### src/rtl/fpir_add_arbiter.sv
// Round-robin arbiter sharing one fixed-latency FPIR adder among NUM_REQ requesters.
// Results return through a tag pipeline into a credit-protected response FIFO.

module fpir_add_arb_lane #(
  parameter int BW = 32
) (
  input  logic          gnt,
  input  logic [BW-1:0] a,
  input  logic [BW-1:0] b,
  input  logic          sub,
  output logic [BW-1:0] a_m,
  output logic [BW-1:0] b_m,
  output logic          sub_m
);
  // Masked operands so the issue bus is a plain OR across lanes and reads 0 when idle
  assign a_m   = gnt ? a : '0;
  assign b_m   = gnt ? b : '0;
  assign sub_m = gnt & sub;
endmodule

module fpir_add_arbiter #(
  parameter int NUM_REQ       = 4,
  parameter int ADD_LATENCY   = 3,
  parameter int RSP_DEPTH     = 4,
  parameter int BW_FPIR_VALUE = 32
) (
  input  logic                               clk,
  input  logic                               rstnn,
  input  logic [NUM_REQ-1:0]                 req_valid,
  output logic [NUM_REQ-1:0]                 req_ready,
  input  logic [NUM_REQ*BW_FPIR_VALUE-1:0]   req_a,
  input  logic [NUM_REQ*BW_FPIR_VALUE-1:0]   req_b,
  input  logic [NUM_REQ-1:0]                 req_sub,
  output logic                               add_issue,
  output logic [BW_FPIR_VALUE-1:0]           add_a,
  output logic [BW_FPIR_VALUE-1:0]           add_b,
  output logic                               add_sub,
  input  logic [BW_FPIR_VALUE-1:0]           add_result,
  output logic                               rsp_valid,
  input  logic                               rsp_ready,
  output logic [$clog2(NUM_REQ)-1:0]         rsp_tag,
  output logic [BW_FPIR_VALUE-1:0]           rsp_value,
  output logic                               busy
);
  localparam int BW    = BW_FPIR_VALUE;
  localparam int TAG_W = $clog2(NUM_REQ);
  localparam int PTR_W = $clog2(RSP_DEPTH);
  localparam int CRD_W = $clog2(RSP_DEPTH + 1);

  typedef logic [TAG_W-1:0] tag_t;
  typedef logic [BW-1:0]    val_t;
  typedef struct packed {
    tag_t tag;
    val_t value;
  } rsp_t;

  logic [NUM_REQ-1:0][BW-1:0] a_vec, b_vec, a_m, b_m;
  logic [NUM_REQ-1:0]         sub_m, gnt;
  tag_t                       rr_ptr, gnt_idx, rr_idx;
  logic [TAG_W:0]             rr_sum;
  logic                       gnt_any, crd_ok, issue, pop;
  logic [CRD_W-1:0]           credit;

  assign a_vec = req_a;
  assign b_vec = req_b;

  // ---------------- round-robin grant ----------------
  always_comb begin
    gnt_any = 1'b0;
    gnt_idx = '0;
    rr_sum  = '0;
    rr_idx  = '0;
    for (int k = 0; k < NUM_REQ; k++) begin
      rr_sum = {1'b0, rr_ptr} + (TAG_W+1)'(k);
      if (rr_sum >= (TAG_W+1)'(NUM_REQ)) rr_sum = rr_sum - (TAG_W+1)'(NUM_REQ);
      rr_idx = rr_sum[TAG_W-1:0];
      if (!gnt_any && req_valid[rr_idx]) begin
        gnt_any = 1'b1;
        gnt_idx = rr_idx;
      end
    end
  end

  // Gating with rstnn keeps the handshake quiet while reset is held
  assign crd_ok    = rstnn && (credit < CRD_W'(RSP_DEPTH));
  assign issue     = gnt_any & crd_ok;
  assign gnt       = issue ? (NUM_REQ'(1) << gnt_idx) : '0;
  assign req_ready = gnt;
  assign add_issue = issue;

  for (genvar i = 0; i < NUM_REQ; i++) begin : g_lane
    fpir_add_arb_lane #(.BW(BW)) u_lane (
      .gnt   (gnt[i]),
      .a     (a_vec[i]),
      .b     (b_vec[i]),
      .sub   (req_sub[i]),
      .a_m   (a_m[i]),
      .b_m   (b_m[i]),
      .sub_m (sub_m[i])
    );
  end

  always_comb begin
    add_a = '0;
    add_b = '0;
    for (int i = 0; i < NUM_REQ; i++) begin
      add_a = add_a | a_m[i];
      add_b = add_b | b_m[i];
    end
  end
  assign add_sub = |sub_m;

  always_ff @(posedge clk or negedge rstnn) begin
    if (!rstnn)     rr_ptr <= '0;
    else if (issue) rr_ptr <= (gnt_idx == tag_t'(NUM_REQ-1)) ? '0 : gnt_idx + tag_t'(1);
  end

  // ---------------- tag pipeline ----------------
  logic [ADD_LATENCY:0]       vld_pipe;
  logic [ADD_LATENCY:1]       vld_q;
  tag_t [ADD_LATENCY:0]       tag_pipe;
  tag_t [ADD_LATENCY:1]       tag_q;

  assign vld_pipe = {vld_q, issue};
  assign tag_pipe = {tag_q, gnt_idx};

  always_ff @(posedge clk or negedge rstnn) begin
    if (!rstnn) begin
      vld_q <= '0;
      tag_q <= '0;
    end else begin
      vld_q <= vld_pipe[ADD_LATENCY-1:0];
      tag_q <= tag_pipe[ADD_LATENCY-1:0];
    end
  end

  // ---------------- response FIFO ----------------
  rsp_t           mem [RSP_DEPTH];
  logic [PTR_W:0] wr_ptr, rd_ptr;
  logic           wr_en;
  rsp_t           head;

  assign wr_en     = vld_pipe[ADD_LATENCY];
  assign rsp_valid = (wr_ptr != rd_ptr);
  assign pop       = rsp_valid & rsp_ready;
  assign head      = mem[rd_ptr[PTR_W-1:0]];
  assign rsp_tag   = rsp_valid ? head.tag   : '0;
  assign rsp_value = rsp_valid ? head.value : '0;

  always_ff @(posedge clk) begin
    if (wr_en) mem[wr_ptr[PTR_W-1:0]] <= '{tag: tag_pipe[ADD_LATENCY], value: add_result};
  end

  // Extra pointer bit distinguishes full from empty; credit makes overflow impossible
  always_ff @(posedge clk or negedge rstnn) begin
    if (!rstnn) begin
      wr_ptr <= '0;
      rd_ptr <= '0;
    end else begin
      if (wr_en) wr_ptr <= wr_ptr + (PTR_W+1)'(1);
      if (pop)   rd_ptr <= rd_ptr + (PTR_W+1)'(1);
    end
  end

  // ---------------- credit ----------------
  always_ff @(posedge clk or negedge rstnn) begin
    if (!rstnn)             credit <= '0;
    else if (issue && !pop) credit <= credit + CRD_W'(1);
    else if (pop && !issue) credit <= credit - CRD_W'(1);
  end

  assign busy = (credit != '0);

endmodule

### config.mk
export PLATFORM = sky130hd
export DESIGN_NAME = fpir_add_arbiter
export DESIGN_NICKNAME = d
export VERILOG_FILES = /design/src/rtl/fpir_add_arbiter.sv
export SDC_FILE = /design/constraint.sdc
export NUM_CORES = 1
export LEC_CHECK = 0
export ABC_AREA = 1
export CORE_ASPECT_RATIO = 0.7
export CORE_MARGIN = 5
export CORE_UTILIZATION = 43
export DETAILED_ROUTE_END_ITERATION = 10
export PLACE_DENSITY = 0.87
export SLEW_MARGIN = 20
export SYNTH_ARGS = -nofsm -noshare
export SYNTH_HDL_FRONTEND = slang
export SYNTH_HIERARCHICAL = 1
export SYNTH_SLANG_ARGS = --single-unit
export TNS_END_PERCENT = 20
### constraint.sdc
create_clock -name clk -period 4.8 [get_ports clk]
set_input_delay 1.2 -clock clk [delete_from_list [all_inputs] [get_ports clk]]
set_output_delay 1.2 -clock clk [all_outputs]
set_load 0.005 [all_outputs]
Word level (Yosys, flattened, before mapping)
Memory sizes are Yosys's and may differ from the RTL's.
Index checks and enable logic that the tools add are counted.

storage, ports and cells
  bits of input ports = 299
  memories = 1
  bits in registers = 20
  logic and storage cells = 95
  RAM bits = 136
  output and inout port bits = 106

memory list
  memory  depth  bits a word  read ports  clocked after memory_dff  write ports  line  source
  mem     4      34           1           0                         1            138   rsp_t mem [RSP_DEPTH];

operators by class
  equal/unequal tests = 2
  muxes and demuxes = 36
  bitwise gates (word level) = 12
  magnitude comparators = 9
  shifts and indexed selects = 1
  reduce and logical (&&, ||, !) cells = 14
  $add $sub $neg = 12

operators by type and width
  operator             number
  $mux 32              9
  $or 32x32->32        6
  $mux 2               10
  $lt 2x3->1 const B   4
  $mux 1               10
  $add 3x1->3 const B  3
  $ge 3x3->1 const B   3
  $bmux 1 s2           4
  $sub 2x1->2 const B  4
  $add 2x2->3 const B  2
  $and 1x1->1          6
  $logic_and 1x1->1    6
  $mux 3               2
  $logic_not 1->1      5
  $mux 4               1
  $reduce_or 4->1      1
  $shl 1x2->4 const A  1
  $add 2x1->3 const B  1
  $ge 2x3->1 const B   1
  $lt 3x3->1 const B   1
  $ne 3x3->1           1
  $reduce_bool 3->1    1
  $sub 3x1->3 const B  1
  $add 2x1->2 const B  1
  2 further kinds      2

Depth between registers and ports, before layout
Gate-level depths: netlist (run 1).

  depth in word-level cells = 20
  depth in mapped cells = 18
  mapped depth without buffers = 16

By module
Netlist (run 1), hierarchy kept.

modules (own cells, without submodules)
  module             area each (µm²)  sequential area each (µm²)  times used  cells an instance
  fpir_add_arbiter   6944.2           4584.4                      1           615
  fpir_add_arb_lane  556.8            0.0                         4           137

Least setup slack after synthesis (run 1)
OpenSTA, ideal clock, no wires.

  kind = input to output
  start point = input req_valid[3]
  end point = output add_a[0]
  arrival = 3.119 ns
  slack = 0.481 ns
  path buffers = 2
  stages on the path = 16
  required time = 3.600 ns
  cells stage by stage = inv_1 nand2_2 nand3_1 nand2_2 nor2_4 nand3_4 nand3_1 inv_1 ha_1 inv_1 nor2_1 buf_4 buf_6 nand2_1 inv_1 or4_1

RTL lines
  item             line  source
  start, declared  29    input logic [NUM_REQ-1:0] req_valid,
  end, declared    35    output logic [BW_FPIR_VALUE-1:0] add_a,

==> results of run 1 <==
timing repair:
item,4_1_cts,5_1_grt
hold buffers,0,0
setup endpoints to repair,68,68
resized for setup,232,43
pin swaps,8,10
cloned,7,4
buffers inserted,1,6
sequential cells by signal, summed over array words and instances, names as in the netlist:
register / flops
mem: 136
tag_pipe: 6
rr_ptr: 2
wr_ptr: 3
vld_q: 3
rd_ptr: 3
credit: 3
logic make-up after synthesis:
| kind of cell | after synthesis |
|---|---|
| flops | 156 |
| mux | 1 |
| simple gates | 538 |
| fa+ha+maj | 11 |
| xor+xnor | 9 |
| compound gates | 105 |
| buf+inv | 343 |
worst max-delay path, cell delays in order:
cell and delay [ns]:
clkbuf_2 0.11, inv_2 0.08, nand2_4 0.07, nand3_4 0.10
nand2_4 0.07, nor2_4 0.19, nand3_2 0.11, nand3_2 0.10
nand2_2 0.09, ha_2 0.19, inv_2 0.07, nor2_4 0.09
bufbuf_16 0.29, nand2_1 0.05, inv_1 0.03, or4_1 0.50
clkdlybuf4s15_1 0.22
cells in the mapped netlist, drive strengths merged (6+ instances only):
master  instances  area (um2)
nand2         314        1210
inv           287        1080
nor2          146         556
edfxtp        136        4080
o21ai          70         354
or4            65         488
buf            47         378
a21oi          35         175
dfrtp          20         500
nand3          12        72.6
ha             10         125
clkbuf          8        30.0
xnor2           6        52.6
path summary, 6_finish.rpt:
kind	from	end
setup / recovery	req_valid[2]	add_b[18]
setup reg to reg	rr_ptr[0]	credit[1]
hold / removal	tag_pipe[4]	tag_pipe[6]
min in group asynchronous	rstnn	tag_pipe[6]
hold reg to reg	tag_pipe[4]	tag_pipe[6]
max in group asynchronous	rstnn	rr_ptr[0]
metal layers:
metal | vias up | track usage (%) | part of all wire [%]
li1 | 4389 | - | -
met4 | 2 | 10.8 | 3.9
met5 | - | 0 | 0.037
met3 | 93 | 6.84 | 10
met2 | 509 | 45.3 | 49
met1 | 4219 | 33.0 | 37
power groups by stage:
stage | logic, mW | clock network, mW | registers (mW)
6_report | 4.62 | 1.26 | 1.89
5_1_grt | 5.01 | 1.33 | 1.91
4_1_cts | 4.46 | 1.27 | 1.89
3_5_place_dp | 4.40 | 0 | 1.91
3_3_place_gp | 4.30 | 0 | 1.89
2_1_floorplan | 2.16 | 0 | 1.86
through the flow:
step | instances | setup slack [ns] | util [%] | setup TNS (ns) | area (um2)
6_report | 1868 | 0.0497 | 68.8 | 0 | 14400
5_1_grt | 1868 | -0.0965 | 68.8 | -1.77 | 14400
4_1_cts | 1850 | -0.0896 | 67.9 | -1.33 | 14200
3_5_place_dp | 1810 | -0.666 | 64.4 | -37.22 | 13400
3_3_place_gp | 1810 | -0.563 | 64.4 | -30.88 | 13400
2_1_floorplan | 1163 | 0.481 | - | 0 | 9170
area by class of cell:
| class | count | area share (%) |
|---|---|---|
| multi-input cells | 664 | 22.7 |
| clock buffers | 18 | 2.99 |
| diodes | 8 | 0.139 |
| clock inverters | 14 | 0.950 |
| flip-flops and latches | 156 | 31.9 |
| repair buffers | 444 | 31.3 |
| inverters | 288 | 7.53 |
| well taps | 276 | 2.41 |
==> flow_metrics.py, run 1 <==
metrics = {
    "drt": {
        "drt_iter0_markers": 906,
        "via_count": 9212,
        "vias_per_cell": 4.93,
        "post_drt_wl_per_cell_um": 18.9,
        "first_pass_iters": 7,
        "wl_mm": 35.3,
        "drc": 0,
        "final_antenna_net_count": 0,
    },
    "layout": {
        "drive_gt1_share_pct": 11.5,
        "final_cell_mix": "334 x clkdlybuf4s50_1, 295 x nand2_1, 266 x inv_1, 141 x nor2_1, 136 x edfxtp_1",
        "multi_input_area_mm2": 0.00326,
        "areaGrowthSynthToFinish_pct": 56.6,
        "final_nets": 1881,
        "regArea_mm2": 0.00459,
        "n_fill_cell": 1538,
        "final_common_cell": "clkdlybuf4s50_1",
    },
    "pwr": {
        "swShare_pct": 39.6,
        "pwr-share-comb_pct": 59.4,
        "internal-power_mw": 4.69,
        "clkPwrFrac_pct": 16.2,
        "power_leakage_nw": 7.70,
        "ir_drop_mv": 0.373,
        "powerDensity_mw_per_mm2": 542,
        "power_frac_seq_pct": 24.4,
        "power.total_mw": 7.78,
        "switching_power_mw": 3.08,
    },
    "sta": {
        "timing.final.crit_share_pct": 99.0,
        "period_minus_slack_ns": 4.75,
        "holdWs_ns": 0.343,
        "finClkSkew_ns": 0.00891,
        "worst_slew_pin_slew_ns": 0.989,
        "rsz0062_at_grt": "true",
        "fmax_mhz": 211,
        "maxSlewViolCount": 0,
        "setup_viol": 0,
        "relSlewSlack_pct": 34.1,
        "hold_viol_final": 0,
    },
    "run": {
        "maxCapViolCount": 0,
    },
    "grt": {
        "grt_pass1_wl_mm": 50.3,
        "antenna_found_initial": 9,
        "grt_max_degree": 70,
        "grt_pass1_vias": 9038,
        "grt_usage_pct": 26.9,
        "overflow": 0,
    },
    "placed_design": {
        "globalplace.congestion": 1.03,
        "dp_hpwl_mm": 25.0,
        "port_buffers": 404,
    },
    "cts": {
        "cts_htree_levels": 4,
        "clkSlewWorstSetupHoldPaths_ns": 0.06,
        "cts_made_buffers": 17,
        "clock_path_buffers": 2,
        "cts_tree": "done",
        "cts_sinks": 156,
        "cts-root-buf": "clkbuf_16",
        "clock_latency_ns": 0.41,
    },
    "synth": {
        "ys_seq_area_share_pct": 50.0,
        "synth_ff_type": "edfxtp_1",
        "synth_edf_count": 136,
        "synth-async-reset-ratio_pct": 12.8,
        "synth_adder_area_share_pct": 1.58,
        "avgSynthCellArea_um2": 7.89,
        "netlist_instances": 1163,
        "synthDistinctLibCells": 28,
        "netlist_area_mm2": 0.00917,
        "synth_top_family_by_area": "simple AND/OR/NAND/NOR gates",
        "yosysWarnings": 6,
        "synth_nets": 1473,
        "synthMuxAreaShare_pct": 0.123,
        "synth-simple-area-share_pct": 25.4,
        "synthXorXnorAreaFrac_pct": 0.859,
        "synth_compound_area_share_pct": 5.77,
        "ys_ff_latch": 156,
    },
    "setup_path": {
        "worstPathRequired_ns": 3.60,
        "crit_arrival_ns": 3.55,
        "r2r_slack_ns": 1.85,
        "worst_r2r_path_depth": 15,
        "path_class": "primary input to output port",
        "critPathMaxFanout": 8,
        "end_kind": "output port",
        "start_kind": "primary input",
    },
    "floorplan": {
        "die_y_um": 132,
        "start_util_pct": 44.0,
        "fp.coreArea_mm2": 0.0209,
        "pin_count": 405,
        "dieArea_mm2": 0.0244,
        "die_w_um": 185,
        "rows": 44,
    },
    "min_path": {
        "whs_path_depth": 0,
        "hold_path_class": "flip-flop to flip-flop",
    },
    "run_status": {
        "status": "finished clean",
    },
}
Note: power is estimated with default switching activity, not from simulation.
==> run 2: changes to the inputs <==
- SLEW_MARGIN: 20 -> unset
- TNS_END_PERCENT: 20 -> 30
==> flow_metrics.py, run 2 (synthesis gave the netlist of run 1 again) <==
metrics = {
    "setup_path": {
        "path_class": "primary input to output port",
        "worstPathRequired_ns": 3.60,
        "r2r_slack_ns": 1.85,
        "critPathMaxFanout": 8,
        "crit_arrival_ns": 3.55,
        "end_kind": "output port",
        "start_kind": "primary input",
    },
    "drt": {
        "drc": 0,
        "wl_mm": 35.3,
        "via_count": 9247,
        "drt_iter0_markers": 822,
        "first_pass_iters": 7,
        "vias_per_cell": 4.95,
        "post_drt_wl_per_cell_um": 18.9,
        "final_antenna_net_count": 0,
    },
    "cts": {
        "clock_latency_ns": 0.41,
        "cts-root-buf": "clkbuf_16",
        "hold_buffers": 0,
        "cts_made_buffers": 17,
        "clock_path_buffers": 2,
        "cts_htree_levels": 4,
        "cts_tree": "done",
        "cts_sinks": 156,
        "clkSlewWorstSetupHoldPaths_ns": 0.06,
    },
    "run": {
        "maxCapViolCount": 0,
    },
    "grt": {
        "antenna_found_initial": 9,
        "grt_max_degree": 70,
        "overflow": 0,
        "grt_pass1_wl_mm": 50.3,
        "grt_pass1_vias": 9037,
        "grt_usage_pct": 26.9,
    },
    "sta": {
        "relSlewSlack_pct": 33.1,
        "finClkSkew_ns": 0.00863,
        "hold_viol_final": 0,
        "maxSlewViolCount": 0,
        "fin_setup_tns_ns": 0,
        "worst_slew_pin_slew_ns": 1.00,
        "timing.final.crit_share_pct": 99.0,
        "setup_viol": 0,
        "rsz0062_at_grt": "true",
        "fmax_mhz": 211,
        "period_minus_slack_ns": 4.75,
    },
    "pwr": {
        "powerDensity_mw_per_mm2": 542,
        "power_leakage_nw": 7.70,
        "ir_drop_mv": 0.373,
        "power.total_mw": 7.78,
    },
    "layout": {
        "n_fill_cell": 1538,
        "final_nets": 1881,
        "regArea_mm2": 0.00459,
        "final_common_cell": "clkdlybuf4s50_1",
        "areaGrowthSynthToFinish_pct": 56.6,
        "final_cell_mix": "334 x clkdlybuf4s50_1, 295 x nand2_1, 266 x inv_1, 141 x nor2_1, 136 x edfxtp_1",
        "largest_reg_flops": 136,
        "multi_input_area_mm2": 0.00326,
        "drive_gt1_share_pct": 11.5,
    },
    "floorplan": {
        "rows": 44,
        "dieArea_mm2": 0.0244,
        "pin_count": 405,
        "fp.coreArea_mm2": 0.0209,
        "die_w_um": 185,
        "die_y_um": 132,
        "start_util_pct": 44.0,
    },
    "placed_design": {
        "port_buffers": 404,
        "globalplace.congestion": 1.03,
        "dp_hpwl_mm": 25.0,
    },
    "run_status": {
        "status": "finished clean",
    },
    "min_path": {
        "hold_path_class": "flip-flop to flip-flop",
    },
}
-- run 2: cell counts in the layout (fill, tap and decap cells not counted) --
No cell type changed its count.
-- run 2: power breakdown --
| group | internal, mW | switching, mW |
|---|---|---|
| combinational | 2.21 | 2.41 |
| clock | 0.724 | 0.534 |
| sequential | 1.76 | 0.134 |
| total | 4.69 | 3.08 |
-- run 2: worst max-delay path, cell delays in order --
cell and delay, ns:
clkbuf_2 0.11, inv_2 0.08, nand2_4 0.07, nand3_4 0.10
nand2_4 0.07, nor2_4 0.19, nand3_2 0.11, nand3_2 0.10
nand2_2 0.09, ha_2 0.19, inv_2 0.07, nor2_4 0.09
bufbuf_16 0.29, nand2_1 0.05, inv_1 0.03, or4_1 0.50
clkdlybuf4s15_1 0.22
-- run 2: layout make-up --
cell class                 instances  share of cell area, %
sequential                       156                   31.9
timing repair buffer             444                   31.3
multi-input combinational        664                   22.7
inverter                         288                   7.53
clock buffer                      18                   2.99
tap                              276                   2.41
clock inverter                    14                  0.950
antenna                            8                  0.139
-- run 2: metrics by stage --
step | util, % | instance area, um2 | worst slack (ns) | cells | hold WS (ns)
finish | 68.8 | 14400 | 0.0500 | 1868 | 0.343
CTS | 67.9 | 14200 | -0.0896 | 1850 | 0.346
detailed placement | 64.4 | 13400 | -0.666 | 1810 | 0.336
global placement | 64.4 | 13400 | -0.563 | 1810 | 0.332
global route | 68.8 | 14400 | -0.0965 | 1868 | 0.357
floorplan | - | 9170 | 0.481 | 1163 | 0.331
-- run 2: timing repair --
action                                  4_1_cts  5_1_grt
gates resized for setup                     232       43
setup buffers                                 1        6
endpoints found under the setup margin       68       68
cloned                                        7        4
pin swaps                                     8       10
-- run 2: per-layer routing --
metal  vias to the layer above  share of wire (%)  track usage [%]
met5                         -              0.037                0
met4                         2                3.8             10.8
met3                        87                 10             6.81
met2                       512                 49             45.3
met1                      4249                 37             33.0
li1                       4397                  -                -
-- run 2: final timing paths --
| path | cells after the start | startpoint | to |
|---|---|---|---|
| max in group asynchronous | 2 | rstnn | rr_ptr[0] |
| worst min register to register | 0 | tag_pipe[4] | tag_pipe[6] |
| worst max register to register | 15 | rr_ptr[0] | credit[1] |
| worst max-delay path | 17 | req_valid[2] | add_b[18] |
| min in group asynchronous | 2 | rstnn | tag_pipe[6] |
| worst min-delay path | 0 | tag_pipe[4] | tag_pipe[6] |
==> run 3: changes to the inputs <==
- CTS_CLUSTER_DIAMETER: unset -> 200
- HOLD_SLACK_MARGIN: unset -> 0.06
==> results of run 3 <==
No change in the layout: final DEF, timing and power equal those of run 2.
